$ cat config.mk
export PLATFORM = sky130hd
export DESIGN_NAME = bram_window_scanner
export DESIGN_NICKNAME = d
export VERILOG_FILES = /design/src/rtl/bram_window_scanner.sv
export SDC_FILE = /design/constraint.sdc
export NUM_CORES = 1
export LEC_CHECK = 0
export CORE_ASPECT_RATIO = 1.5
export CORE_MARGIN = 2
export CORE_UTILIZATION = 56
export CTS_CLUSTER_DIAMETER = 100
export CTS_CLUSTER_SIZE = 12
export DETAILED_ROUTE_END_ITERATION = 6
export GPL_TIMING_DRIVEN = 0
export PLACE_DENSITY = 0.87
export SETUP_SLACK_MARGIN = 0.2
export SLEW_MARGIN = 30
export SYNTH_ARGS = -nofsm -noshare
export SYNTH_HDL_FRONTEND = slang
export SYNTH_SLANG_ARGS = --single-unit
$ cat constraint.sdc
create_clock -name clk -period 4 [get_ports clk]
set_input_delay 1.2 -clock clk [delete_from_list [all_inputs] [get_ports clk]]
set_output_delay 1.2 -clock clk [all_outputs]
set_load 0.05 [all_outputs]
$ cat src/rtl/bram_window_scanner.sv
// bram_window_scanner
//   Read sequencer for a single-port image BRAM with 1-cycle read latency.
//   Slides a WIN x WIN window over the image in raster order, issues one BRAM
//   read per tap and returns the taps as a valid/ready pixel stream tagged with
//   the window origin (or window centre when zero padding is enabled).
//
//   Optional build macro: ZERO_PAD_EN
//     defined   -> one window per image position (centred), out-of-bounds taps
//                  issue no read and stream out as 0.
//     undefined -> only fully in-bounds windows, no pad logic.
//
//   Ports
//     clk, rst              clock, synchronous active-high reset
//     start                 begin a full-image scan (sampled only in IDLE)
//     busy, done            scan in progress / one-cycle completion pulse
//     rd_v, rd_row, rd_col  BRAM read enable and row/column address
//     rd_data               BRAM read data, valid the cycle after rd_v
//     pix_valid, pix_ready  output stream handshake
//     pix_data              tap pixel
//     pix_win_last          tap is the last of its window
//     pix_last              tap is the last of the scan
//     win_row, win_col      window tag of the current tap
module bram_window_scanner #(
  parameter int IMG_H  = 12,
  parameter int IMG_W  = 12,
  parameter int WIN    = 3,
  parameter int STRIDE = 1,
  parameter int AW     = 4,
  parameter int DW     = 8
) (
  input  logic          clk,
  input  logic          rst,
  input  logic          start,
  output logic          busy,
  output logic          done,
  output logic          rd_v,
  output logic [AW-1:0] rd_row,
  output logic [AW-1:0] rd_col,
  input  logic [DW-1:0] rd_data,
  output logic          pix_valid,
  input  logic          pix_ready,
  output logic [DW-1:0] pix_data,
  output logic          pix_win_last,
  output logic          pix_last,
  output logic [AW-1:0] win_row,
  output logic [AW-1:0] win_col
);

  // Origins are kept signed and two bits wider so that padded origins can go negative.
  localparam int CW = AW + 2;
`ifdef ZERO_PAD_EN
  localparam int HALF   = WIN / 2;
  localparam int ORG_LO = -(WIN / 2);
  localparam int ROW_HI = IMG_H - 1 - WIN / 2;
  localparam int COL_HI = IMG_W - 1 - WIN / 2;
`else
  localparam int HALF   = 0;
  localparam int ORG_LO = 0;
  localparam int ROW_HI = IMG_H - WIN;
  localparam int COL_HI = IMG_W - WIN;
`endif
  localparam logic signed [CW-1:0] ORG_MIN  = CW'(ORG_LO);
  localparam logic signed [CW-1:0] STEP     = CW'(STRIDE);
  // An origin above these limits is the last one of its row/column sweep.
  localparam logic signed [CW-1:0] ROW_LIM  = CW'(ROW_HI - STRIDE);
  localparam logic signed [CW-1:0] COL_LIM  = CW'(COL_HI - STRIDE);
  localparam logic [AW-1:0]        KMAX     = AW'(WIN - 1);
  localparam logic [AW-1:0]        HALF_A   = AW'(HALF);

  typedef enum logic [1:0] {S_IDLE, S_SCAN, S_DRAIN, S_DONE} state_t;

  state_t                 state_q, state_d;
  logic signed [CW-1:0]   org_r_q, org_r_d, org_c_q, org_c_d;
  logic [AW-1:0]          ky_q, ky_d, kx_q, kx_d;
  logic [AW-1:0]          last_row_q, last_row_d, last_col_q, last_col_d;
  // One-slot read pipe: slot occupied plus the tag of the tap in flight.
  logic                   pend_q, pend_d, tag_oob_q, tag_oob_d;
  logic                   tag_wl_q, tag_wl_d, tag_last_q, tag_last_d;
  logic [AW-1:0]          tag_wr_q, tag_wr_d, tag_wc_q, tag_wc_d;
  // Two-entry output FIFO.
  logic [DW-1:0]          f_data_q [2], f_data_d [2];
  logic [AW-1:0]          f_wr_q [2], f_wr_d [2], f_wc_q [2], f_wc_d [2];
  logic                   f_wl_q [2], f_wl_d [2], f_last_q [2], f_last_d [2];
  logic                   wptr_q, wptr_d, rptr_q, rptr_d;
  logic [1:0]             cnt_q, cnt_d;

  logic          pop_s, issue_s, oob_s, win_last_s, scan_last_s;
  logic          last_kx_s, last_ky_s, last_oc_s, last_or_s;
  logic [1:0]    occ_s, cnt_after_pop_s;
  logic [AW-1:0] addr_r_s, addr_c_s;

  assign pop_s           = (cnt_q != 2'd0) && pix_ready;
  assign cnt_after_pop_s = cnt_q - {1'b0, pop_s};
  // Slots that will hold data after this cycle if no new read is issued.
  assign occ_s           = {1'b0, pend_q} + cnt_after_pop_s;
  assign issue_s         = (state_q == S_SCAN) && (occ_s <= 2'd1);

  assign last_kx_s   = (kx_q == KMAX);
  assign last_ky_s   = (ky_q == KMAX);
  assign last_oc_s   = (org_c_q > COL_LIM);
  assign last_or_s   = (org_r_q > ROW_LIM);
  assign win_last_s  = last_kx_s && last_ky_s;
  assign scan_last_s = win_last_s && last_oc_s && last_or_s;

  // Modulo-2^AW address arithmetic is exact for every in-bounds tap.
  assign addr_r_s = org_r_q[AW-1:0] + ky_q;
  assign addr_c_s = org_c_q[AW-1:0] + kx_q;

`ifdef ZERO_PAD_EN
  localparam logic signed [CW-1:0] ROWS_S = CW'(IMG_H);
  localparam logic signed [CW-1:0] COLS_S = CW'(IMG_W);
  logic signed [CW-1:0] tap_r_s, tap_c_s;
  assign tap_r_s = org_r_q + $signed({2'b00, ky_q});
  assign tap_c_s = org_c_q + $signed({2'b00, kx_q});
  assign oob_s   = tap_r_s[CW-1] || tap_c_s[CW-1] || (tap_r_s >= ROWS_S) || (tap_c_s >= COLS_S);
`else
  assign oob_s   = 1'b0;
`endif

  assign rd_v   = issue_s && !oob_s;
  assign rd_row = rd_v ? addr_r_s : last_row_q;
  assign rd_col = rd_v ? addr_c_s : last_col_q;

  assign busy         = (state_q != S_IDLE);
  assign done         = (state_q == S_DONE);
  assign pix_valid    = (cnt_q != 2'd0);
  assign pix_data     = f_data_q[rptr_q];
  assign pix_win_last = f_wl_q[rptr_q];
  assign pix_last     = f_last_q[rptr_q];
  assign win_row      = f_wr_q[rptr_q];
  assign win_col      = f_wc_q[rptr_q];

  // FSM next state.
  always_comb begin
    state_d = state_q;
    case (state_q)
      S_IDLE:  if (start) state_d = S_SCAN;
      S_SCAN:  if (issue_s && scan_last_s) state_d = S_DRAIN;
      S_DRAIN: if (!pend_q && (cnt_after_pop_s == 2'd0)) state_d = S_DONE;
      S_DONE:  state_d = S_IDLE;
      default: state_d = S_IDLE;
    endcase
  end

  // Window/tap counters, held address and read-pipe tag.
  always_comb begin
    org_r_d    = org_r_q;
    org_c_d    = org_c_q;
    ky_d       = ky_q;
    kx_d       = kx_q;
    last_row_d = rd_v ? addr_r_s : last_row_q;
    last_col_d = rd_v ? addr_c_s : last_col_q;
    pend_d     = issue_s;
    tag_oob_d  = oob_s;
    tag_wl_d   = win_last_s;
    tag_last_d = scan_last_s;
    tag_wr_d   = org_r_q[AW-1:0] + HALF_A;
    tag_wc_d   = org_c_q[AW-1:0] + HALF_A;
    if (state_q == S_IDLE && start) begin
      org_r_d = ORG_MIN;
      org_c_d = ORG_MIN;
      ky_d    = '0;
      kx_d    = '0;
    end else if (issue_s) begin
      if (!last_kx_s) begin
        kx_d = kx_q + 1'b1;
      end else begin
        kx_d = '0;
        if (!last_ky_s) begin
          ky_d = ky_q + 1'b1;
        end else begin
          ky_d = '0;
          if (!last_oc_s) begin
            org_c_d = org_c_q + STEP;
          end else begin
            org_c_d = ORG_MIN;
            org_r_d = last_or_s ? ORG_MIN : (org_r_q + STEP);
          end
        end
      end
    end
  end

  // Output FIFO: push the returning read (or a padded zero), pop on handshake.
  always_comb begin
    f_data_d = f_data_q;
    f_wr_d   = f_wr_q;
    f_wc_d   = f_wc_q;
    f_wl_d   = f_wl_q;
    f_last_d = f_last_q;
    wptr_d   = wptr_q;
    rptr_d   = rptr_q;
    cnt_d    = cnt_after_pop_s + {1'b0, pend_q};
    if (pend_q) begin
      f_data_d[wptr_q] = tag_oob_q ? '0 : rd_data;
      f_wr_d[wptr_q]   = tag_wr_q;
      f_wc_d[wptr_q]   = tag_wc_q;
      f_wl_d[wptr_q]   = tag_wl_q;
      f_last_d[wptr_q] = tag_last_q;
      wptr_d           = ~wptr_q;
    end else begin
      wptr_d = wptr_q;
    end
    if (pop_s) begin
      rptr_d = ~rptr_q;
    end else begin
      rptr_d = rptr_q;
    end
  end

  // State registers.
  always_ff @(posedge clk) begin
    if (rst) begin
      state_q    <= S_IDLE;
      org_r_q    <= ORG_MIN;
      org_c_q    <= ORG_MIN;
      ky_q       <= '0;
      kx_q       <= '0;
      last_row_q <= '0;
      last_col_q <= '0;
      pend_q     <= 1'b0;
      tag_oob_q  <= 1'b0;
      tag_wl_q   <= 1'b0;
      tag_last_q <= 1'b0;
      tag_wr_q   <= '0;
      tag_wc_q   <= '0;
      wptr_q     <= 1'b0;
      rptr_q     <= 1'b0;
      cnt_q      <= 2'd0;
      for (int i = 0; i < 2; i++) begin
        f_data_q[i] <= '0;
        f_wr_q[i]   <= '0;
        f_wc_q[i]   <= '0;
        f_wl_q[i]   <= 1'b0;
        f_last_q[i] <= 1'b0;
      end
    end else begin
      state_q    <= state_d;
      org_r_q    <= org_r_d;
      org_c_q    <= org_c_d;
      ky_q       <= ky_d;
      kx_q       <= kx_d;
      last_row_q <= last_row_d;
      last_col_q <= last_col_d;
      pend_q     <= pend_d;
      tag_oob_q  <= tag_oob_d;
      tag_wl_q   <= tag_wl_d;
      tag_last_q <= tag_last_d;
      tag_wr_q   <= tag_wr_d;
      tag_wc_q   <= tag_wc_d;
      wptr_q     <= wptr_d;
      rptr_q     <= rptr_d;
      cnt_q      <= cnt_d;
      f_data_q   <= f_data_d;
      f_wr_q     <= f_wr_d;
      f_wc_q     <= f_wc_d;
      f_wl_q     <= f_wl_d;
      f_last_q   <= f_last_d;
    end
  end

endmodule

==> results of run 1 <==
-- power by group --
group / switching, W / total, W / internal (W)
sequential: 0.0000339 / 0.000881 / 0.000847
clock: 0.000323 / 0.000573 / 0.000250
combinational: 0.000476 / 0.000832 / 0.000357
total: 0.000832 / 0.00229 / 0.00145
-- metal layers --
metal  up-vias  GRT usage  part of all wire
met3        48     0.0528             0.054
met1      1613      0.295              0.38
li1       1575          -                 -
met4         0      0.154             0.046
met5         -          0                 0
met2       150      0.486              0.52
-- flip-flops by register name, indices dropped and copies added, names as in the netlist --
name	flops
tag_last_q	1
f_last_q	2
tag_wr_q	4
ky_q	4
f_data_q	16
f_wr_q	8
wptr_q	1
tag_wl_q	1
kx_q	4
state_q	2
f_wc_q	8
pend_q	1
f_wl_q	2
last_col_q	4
org_c_q	6
last_row_q	4
cnt_q	2
org_r_q	6
tag_wc_q	4
rptr_q	1
-- worst paths after layout --
check / to / cells past startpoint
max reg2reg: org_c_q[4] / 12
min reg2reg: f_wr_q[3] / 2
min: f_wr_q[3] / 2
max: rd_row[0] / 12
-- worst max-delay path: stages --
cell and delay, ps:
buf_6 90, and2_4 130, ha_4 270, inv_4 30
ha_4 140, xnor3_2 260, nand2_4 130, buf_6 120
clkinvlp_4 160, nand2_4 120, nand2_4 50, buf_8 150
-- repair_timing --
item | CTS | global route
buffers inserted | 13 | 3
endpoints found under the setup margin | 18 | 9
cloned | 1 | 0
gates resized for setup | 95 | 3
pin swaps | 10 | 2
-- kinds of logic (layout without fill, tap and decap cells) --
group | after synthesis | count (layout) | share of synthesized area
AO/OA/AOI/OAI | 82 | 82 | 0.124
XOR/XNOR | 18 | 18 | 0.0473
multiplexers | 19 | 19 | 0.0583
AND/OR/NAND/NOR | 172 | 172 | 0.215
adder cells (fa/ha/maj) | 19 | 19 | 0.0693
buffers and inverters | 39 | 113 | 0.0412
flip-flops | 81 | 81 | 0.444
-- layout make-up --
type                    instances  area (sq um)
well taps                      76          95.1
plain buffers                  23           118
clock buffers                  10           138
fillers                       440          1670
clock inverters                 6          47.5
repair buffers                 58           591
flip-flops and latches         81          1620
multi-input cells             310          2050
inverters                      16          66.3
-- placed cells by master, fill, tap and decap left out, types with 10 or more instances in the layout --
cell type | netlist | layout
nand2_4 | 0 | 11
nor2b_1 | 12 | 12
nor2_1 | 34 | 34
ha_1 | 17 | 15
dfxtp_1 | 81 | 81
buf_6 | 0 | 12
clkbuf_8 | 0 | 10
xnor2_1 | 10 | 10
buf_4 | 0 | 11
a21oi_1 | 53 | 53
mux2_2 | 18 | 18
clkdlybuf4s50_1 | 0 | 31
clkbuf_1 | 18 | 16
inv_1 | 16 | 14
nand2_1 | 94 | 83
-- per-stage QoR --
stage / total power (W) / TNS (ps) / cell area [sq um] / hold WS, ps / utilization
after floorplan: 0.00133 / 0 / 3780 / 424 / -
after global placement: 0.00148 / -9190 / 4280 / 432 / 0.670
after detailed placement: 0.00150 / -9520 / 4280 / 440 / 0.670
after CTS: 0.00224 / -121 / 4700 / 457 / 0.734
after global routing: 0.00238 / -490 / 4730 / 465 / 0.740
final: 0.00229 / -75.0 / 4730 / 453 / 0.740
==> metrics.md, run 1 <==
| Metric | Value |
|---|---|
| Status | `finished, violations left` |
| Failing checks | `design-rule violations, negative setup slack` |
| EDFF count, synth | `0` |
| DR DRC count | `4` |
| Worst Path Arrival | `2840 ps` |
| Final Worst Setup Slack | `-44.0 ps` |
| Clock skew | `10.0 ps` |
| IO buf count | `41` |
| CTS H-tree depth | `3` |
| Mean Syn Cell Area | `8.48 sq um` |
| Die W | `69.9 um` |
| Achievable Freq | `247 MHz` |
| Crit. Startpoint | `pix_ready` |
| Clock latency on the worst-skew pair | `360 ps` |
| Maximum clock insertion buffer count | `2` |
| Max-slew headroom | `0.438` |
| Synth Flop Type | `dfxtp_1` |
| Initial Utilization | `0.570` |
| R2R setup slack | `1240 ps` |
| Synth area leader | `dfxtp_1` |
| Critical R2R Launch | `cnt_q[1]` |
| Unrepaired setup endpoints after global routing | `true` |
| Cells after Synth | `430` |
| Die area | `0.00719 sq mm` |
| Worst-Margin Slew | `839 ps` |
| CP Capture Type | `primary output` |
| CTS Buf Count | `9` |
| Vias in the first global route | `3,191` |
| Total number of vias | `3,386` |
| Maximum VDD drop | `278 uV` |
| # nets final | `530` |
| CTS tree | `yes` |
| Crit start category | `input port` |
| Initial antenna violation count | `0` |
| Vias/cell | `5.84` |
| FP Rows | `36` |
| First DRT Iteration DRCs | `285` |
| Setup WS pre-CTS | `-1120 ps` |
| Most instantiated library cell after synthesis | `nand2_1` |
| Fin. Hold Viols | `0` |
| # IOs | `42` |
| Final worst path period share | `1.01` |
| Post-layout minimum cycle time | `4040 ps` |
| Register area share after synthesis | `0.444` |
| Commonest cells post-synth | `94 x nand2_1, 81 x dfxtp_1, 53 x a21oi_1` |
| Final Slew Violations | `0` |
| FF+latch count, synth | `81` |
| Largest net degree at the start of global routing | `16` |
| Max Cap Violations | `0` |
| FFs w/ async S/R, synth | `0` |
| Diode count | `0` |
| Leak pwr | `1.77 nW` |
| CTS sink cnt | `81` |
| Wire per inst | `16.5 um` |
| GPL Wtd Cong | `0.908` |
| Die Y | `103 um` |
| Mapped Area | `0.00365 sq mm` |
| Drt total wl | `9.58 mm` |
| Mapped Nets | `461` |
| Total Routing Usage GR | `0.269` |
| CTS clk-pin slew, worst paths | `90 ps` |
| Layout cell share with drive strength beyond 1 | `0.187` |
| Share of the synthesized area in the top cell type | `0.444` |
| HP Start | `tag_wr_q[3]` |
| Drt pass-1 iters | `7` |
| Area Growth Syn to Fin | `29.7%` |
| Synth warn | `0` |
| Final ANT Viol Nets | `0` |
| DP Cell Count | `547` |
| Critical path type | `input port to primary output` |
| Post-DP HPWL | `6.16 mm` |
| WP data required | `2800 ps` |
| Synth top area cells | `dfxtp_1 44%, nand2_1 9.7%, a21oi_1 7.3%` |
| Overflow after GRT | `0` |
| Final Non-Filler Cells | `580` |
| Endpoints failing setup | `3` |
| Core Footprint | `0.00640 sq mm` |
| Post-synth cell types | `41` |
| Clk root buf | `clkbuf_8` |
| Max FO, Critical Path | `5` |
| Hold_buf cts | `0` |
| Pwr/cell area | `483 mW/mm^2` |
| Worst Hold Class | `register to register` |
| Global-route wire length before repair | `15.1 mm` |
Note: power is estimated with default switching activity, not from simulation.
==> run 2: changes to the inputs <==
--- a/config.mk
+++ b/config.mk
@@ -7,12 +7,12 @@
 export LEC_CHECK = 0
 export CORE_ASPECT_RATIO = 1.5
 export CORE_MARGIN = 2
-export CORE_UTILIZATION = 56
+export CORE_UTILIZATION = 50
 export CTS_CLUSTER_DIAMETER = 100
 export CTS_CLUSTER_SIZE = 12
 export DETAILED_ROUTE_END_ITERATION = 6
 export GPL_TIMING_DRIVEN = 0
-export PLACE_DENSITY = 0.87
+export PLACE_DENSITY = 0.82
 export SETUP_SLACK_MARGIN = 0.2
 export SLEW_MARGIN = 30
 export SYNTH_ARGS = -nofsm -noshare
==> constraint.sdc (replaced) <==
create_clock -name clk -period 3.7 [get_ports clk]
set_input_delay 1.11 -clock clk [delete_from_list [all_inputs] [get_ports clk]]
set_output_delay 1.11 -clock clk [all_outputs]
set_load 0.05 [all_outputs]
==> run 2 against run 1 <==
Compared with the run above:
- the flow finishes with violations (negative setup slack)
- power up 11%
- utilization fell by 7.7 points
- clock power rose by 27%
- via count is 5.6% lower
==> metrics.md, run 2 (same netlist as run 1, synthesis figures left out) <==
| Metric | Value |
|---|---|
| Status | `finished, violations left (unchanged)` |
| Failing checks | `negative setup slack (was design-rule violations, negative setup slack)` |
| Seq. cell area | `0.00162 sq mm (unchanged)` |
| Worst path most repeated cell | `nand2_4 (unchanged)` |
| Regs by FF count | `f_data_q (16), f_wc_q (8), f_wr_q (8) (unchanged)` |
| Worst path cell trace | `buf_6 -> and2_4 -> ha_4 -> inv_4 -> ha_4 -> xnor3_2 -> nand2_4 -> clkinvlp_4 -> nand2_4 -> nand2_4 -> buf_8 (was buf_6 -> and2_4 -> ha_4 -> inv_4 -> ha_4 -> xnor3_2 -> nand2_4 -> buf_6 -> clkinvlp_4 -> nand2_4 -> nand2_4 -> buf_8)` |
| Clock latency on the worst-skew pair | `360 ps (about the same)` |
| CP Capture Type | `primary output (unchanged)` |
| Die area | `0.00801 sq mm (was 0.00719 sq mm)` |
| Max reg flops | `16 (unchanged)` |
| Endpoints failing setup | `9 (was 3)` |
| Critical path depth | `11 (was 12)` |
| Clock skew | `6.18 ps (was 10.0 ps)` |
| CTS sink cnt | `81 (unchanged)` |
| Leak pwr | `1.81 nW (was 1.77 nW)` |
| Drt pass-1 iters | `5 (was 7)` |
| Final core occ | `0.662 (was 0.740)` |
| CTS clk-pin slew, worst paths | `80 ps (was 90 ps)` |
| Area Growth Syn to Fin | `29.5% (was 29.7%)` |
| CTS Buf Count | `9 (unchanged)` |
| Final Worst Setup Slack | `-161 ps (was -44.0 ps)` |
| Multi-input gate area | `0.00203 sq mm (was 0.00205 sq mm)` |
| Largest Register | `f_data_q (unchanged)` |
| Commonest non-fill, non-tap cell in the layout | `nand2_1 (unchanged)` |
| Crit start category | `input port (unchanged)` |
| Fin. Hold Viols | `0 (unchanged)` |
| Worst Hold Class | `register to register (unchanged)` |
| HP Start | `tag_wc_q[3] (was tag_wr_q[3])` |
| IO buf count | `41 (unchanged)` |
| WP data required | `2590 ps (was 2800 ps)` |
| R2R setup slack | `880 ps (was 1240 ps)` |
| Post-DP HPWL | `5.93 mm (was 6.16 mm)` |
| Overflow after GRT | `0 (unchanged)` |
| Crit. Startpoint | `pix_ready (unchanged)` |
| Total Routing Usage GR | `0.230 (was 0.269)` |
| Pwr/cell area | `535 mW/mm^2 (was 483 mW/mm^2)` |
| Maximum VDD drop | `278 uV (about the same)` |
| Vias/cell | `5.51 (was 5.84)` |
| R2R depth | `12 (unchanged)` |
| Initial antenna violation count | `0 (unchanged)` |
| Critical path type | `input port to primary output (unchanged)` |
| Die Y | `109 um (was 103 um)` |
| Layout cell share with drive strength beyond 1 | `0.176 (was 0.187)` |
| Reg2reg end | `state_q[1] (was org_c_q[4])` |
| DP Cell Count | `551 (was 547)` |
| Worst-Margin Slew | `836 ps (was 839 ps)` |
| # IOs | `42 (unchanged)` |
| Vias in the first global route | `3,109 (was 3,191)` |
| Final ANT Viol Nets | `0 (unchanged)` |
| Diode count | `0 (unchanged)` |
| Final worst path period share | `1.04` |
| Critical R2R Launch | `cnt_q[1] (unchanged)` |
| Initial Utilization | `0.512 (was 0.570)` |
| Final Slew Violations | `0 (unchanged)` |
| Top cell family by delay on the critical path | `simple AND/OR/NAND/NOR gates (was buffers and inverters)` |
| Max Cap Violations | `0 (unchanged)` |
| Max FO, Critical Path | `5 (unchanged)` |
| Total number of vias | `3,195 (was 3,386)` |
| DR DRC count | `0 (was 4)` |
| Maximum clock insertion buffer count | `2 (unchanged)` |
| Unrepaired setup endpoints after global routing | `true (unchanged)` |
| Post-layout minimum cycle time | `3860 ps` |
| FP Rows | `38 (was 36)` |
| Setup TNS | `-1000 ps (was -75.0 ps)` |
| Achievable Freq | `259 MHz` |
| Final Non-Filler Cells | `580 (unchanged)` |
| Setup WS pre-CTS | `-1230 ps (was -1120 ps)` |
| Worst Path Arrival | `2750 ps (was 2840 ps)` |
| Clk root buf | `clkbuf_8 (unchanged)` |
| CP endpoint | `rd_row[0] (unchanged)` |
| # nets final | `526 (was 530)` |
| Buf+Inv Stages, Crit Path | `4 (was 5)` |
| Global-route wire length before repair | `14.0 mm (was 15.1 mm)` |
| First DRT Iteration DRCs | `171 (was 285)` |
| Core Footprint | `0.00713 sq mm (was 0.00640 sq mm)` |
| Wire per inst | `14.8 um (was 16.5 um)` |
| Die W | `73.7 um (was 69.9 um)` |
| Crit-path max cell delay | `260 ps (was 270 ps)` |
| GPL Wtd Cong | `0.919 (was 0.908)` |
| Filler cells | `578 (was 440)` |
| Commonest cells after routing, fill and taps aside | `85 x nand2_1, 81 x dfxtp_1, 53 x a21oi_1 (was 83 x nand2_1, 81 x dfxtp_1, 53 x a21oi_1)` |
| Max-slew headroom | `0.439 (was 0.438)` |
| CTS tree | `yes (unchanged)` |
| Largest net degree at the start of global routing | `15 (was 16)` |
| CP max stage cell | `ha_4 (unchanged)` |
| CTS H-tree depth | `3 (unchanged)` |
| Drt total wl | `8.59 mm (was 9.58 mm)` |
run 2: cell types whose count changed in the layout (fill, tap and decap cells not counted), sizes merged:
cell / before / now
buf: 31 / 27
bufinv: 0 / 2
clkdlybuf4s50: 31 / 22
clkinv: 1 / 2
dlygate4sd2: 0 / 9
inv: 19 / 16
run 2: timing repair:
action                     in CTS  in global routing
setup buffers                   7                  5
resized for setup              95                  4
hold endpoints to repair        0                  0
gates cloned                    1                  0
setup endpoints to repair      18                  9
pin swaps                       6                  9
hold buffers                    0                  0
run 2: worst min path at each step:
stage             endpoint  slack [ps]  cells after the start
6_report         f_wc_q[7]         450                      2
5_1_grt        f_last_q[0]         460                      2
4_1_cts          f_wc_q[4]         450                      2
3_5_place_dp     f_wr_q[2]         440                      2
3_3_place_gp    org_c_q[5]         430                      2
2_1_floorplan   org_c_q[5]         420                      2
run 2: area by class of cell:
class | count | area share
inverters | 16 | 0.0140
well taps | 80 | 0.0212
clock buffers | 10 | 0.0291
repair buffers | 54 | 0.118
multi-input cells | 310 | 0.431
clock inverters | 6 | 0.0191
plain buffers | 23 | 0.0249
flip-flops and latches | 81 | 0.343
run 2: report_power, final:
| group | switching, W | internal (W) | leakage (nW) |
|---|---|---|---|
| sequential | 0.0000355 | 0.000915 | 0.654 |
| clock | 0.000329 | 0.000401 | 0.113 |
| combinational | 0.000484 | 0.000364 | 1.04 |
run 2: metal layers:
| metal | vias up | part of all wire | GRT usage |
|---|---|---|---|
| met1 | 1503 | 0.37 | 0.236 |
| met2 | 94 | 0.55 | 0.417 |
| li1 | 1572 | - | - |
| met3 | 26 | 0.038 | 0.0425 |
| met5 | - | 0 | 0 |
| met4 | 0 | 0.038 | 0.140 |
run 2: tightest hold or removal path, delay by kind of cell (launching register included):
family	cells	cell delay, ps
compound gates	1	50
simple gates	1	50
flops	1	310
run 2: stage by stage:
| stage | power (W) | hold WS [ps] | area [sq um] |
|---|---|---|---|
| 4_1_cts | 0.00250 | 452 | 4670 |
| 6_report | 0.00253 | 448 | 4720 |
| 5_1_grt | 0.00264 | 461 | 4720 |
| 3_5_place_dp | 0.00162 | 440 | 4290 |
| 2_1_floorplan | 0.00144 | 424 | 3780 |
| 3_3_place_gp | 0.00161 | 433 | 4290 |
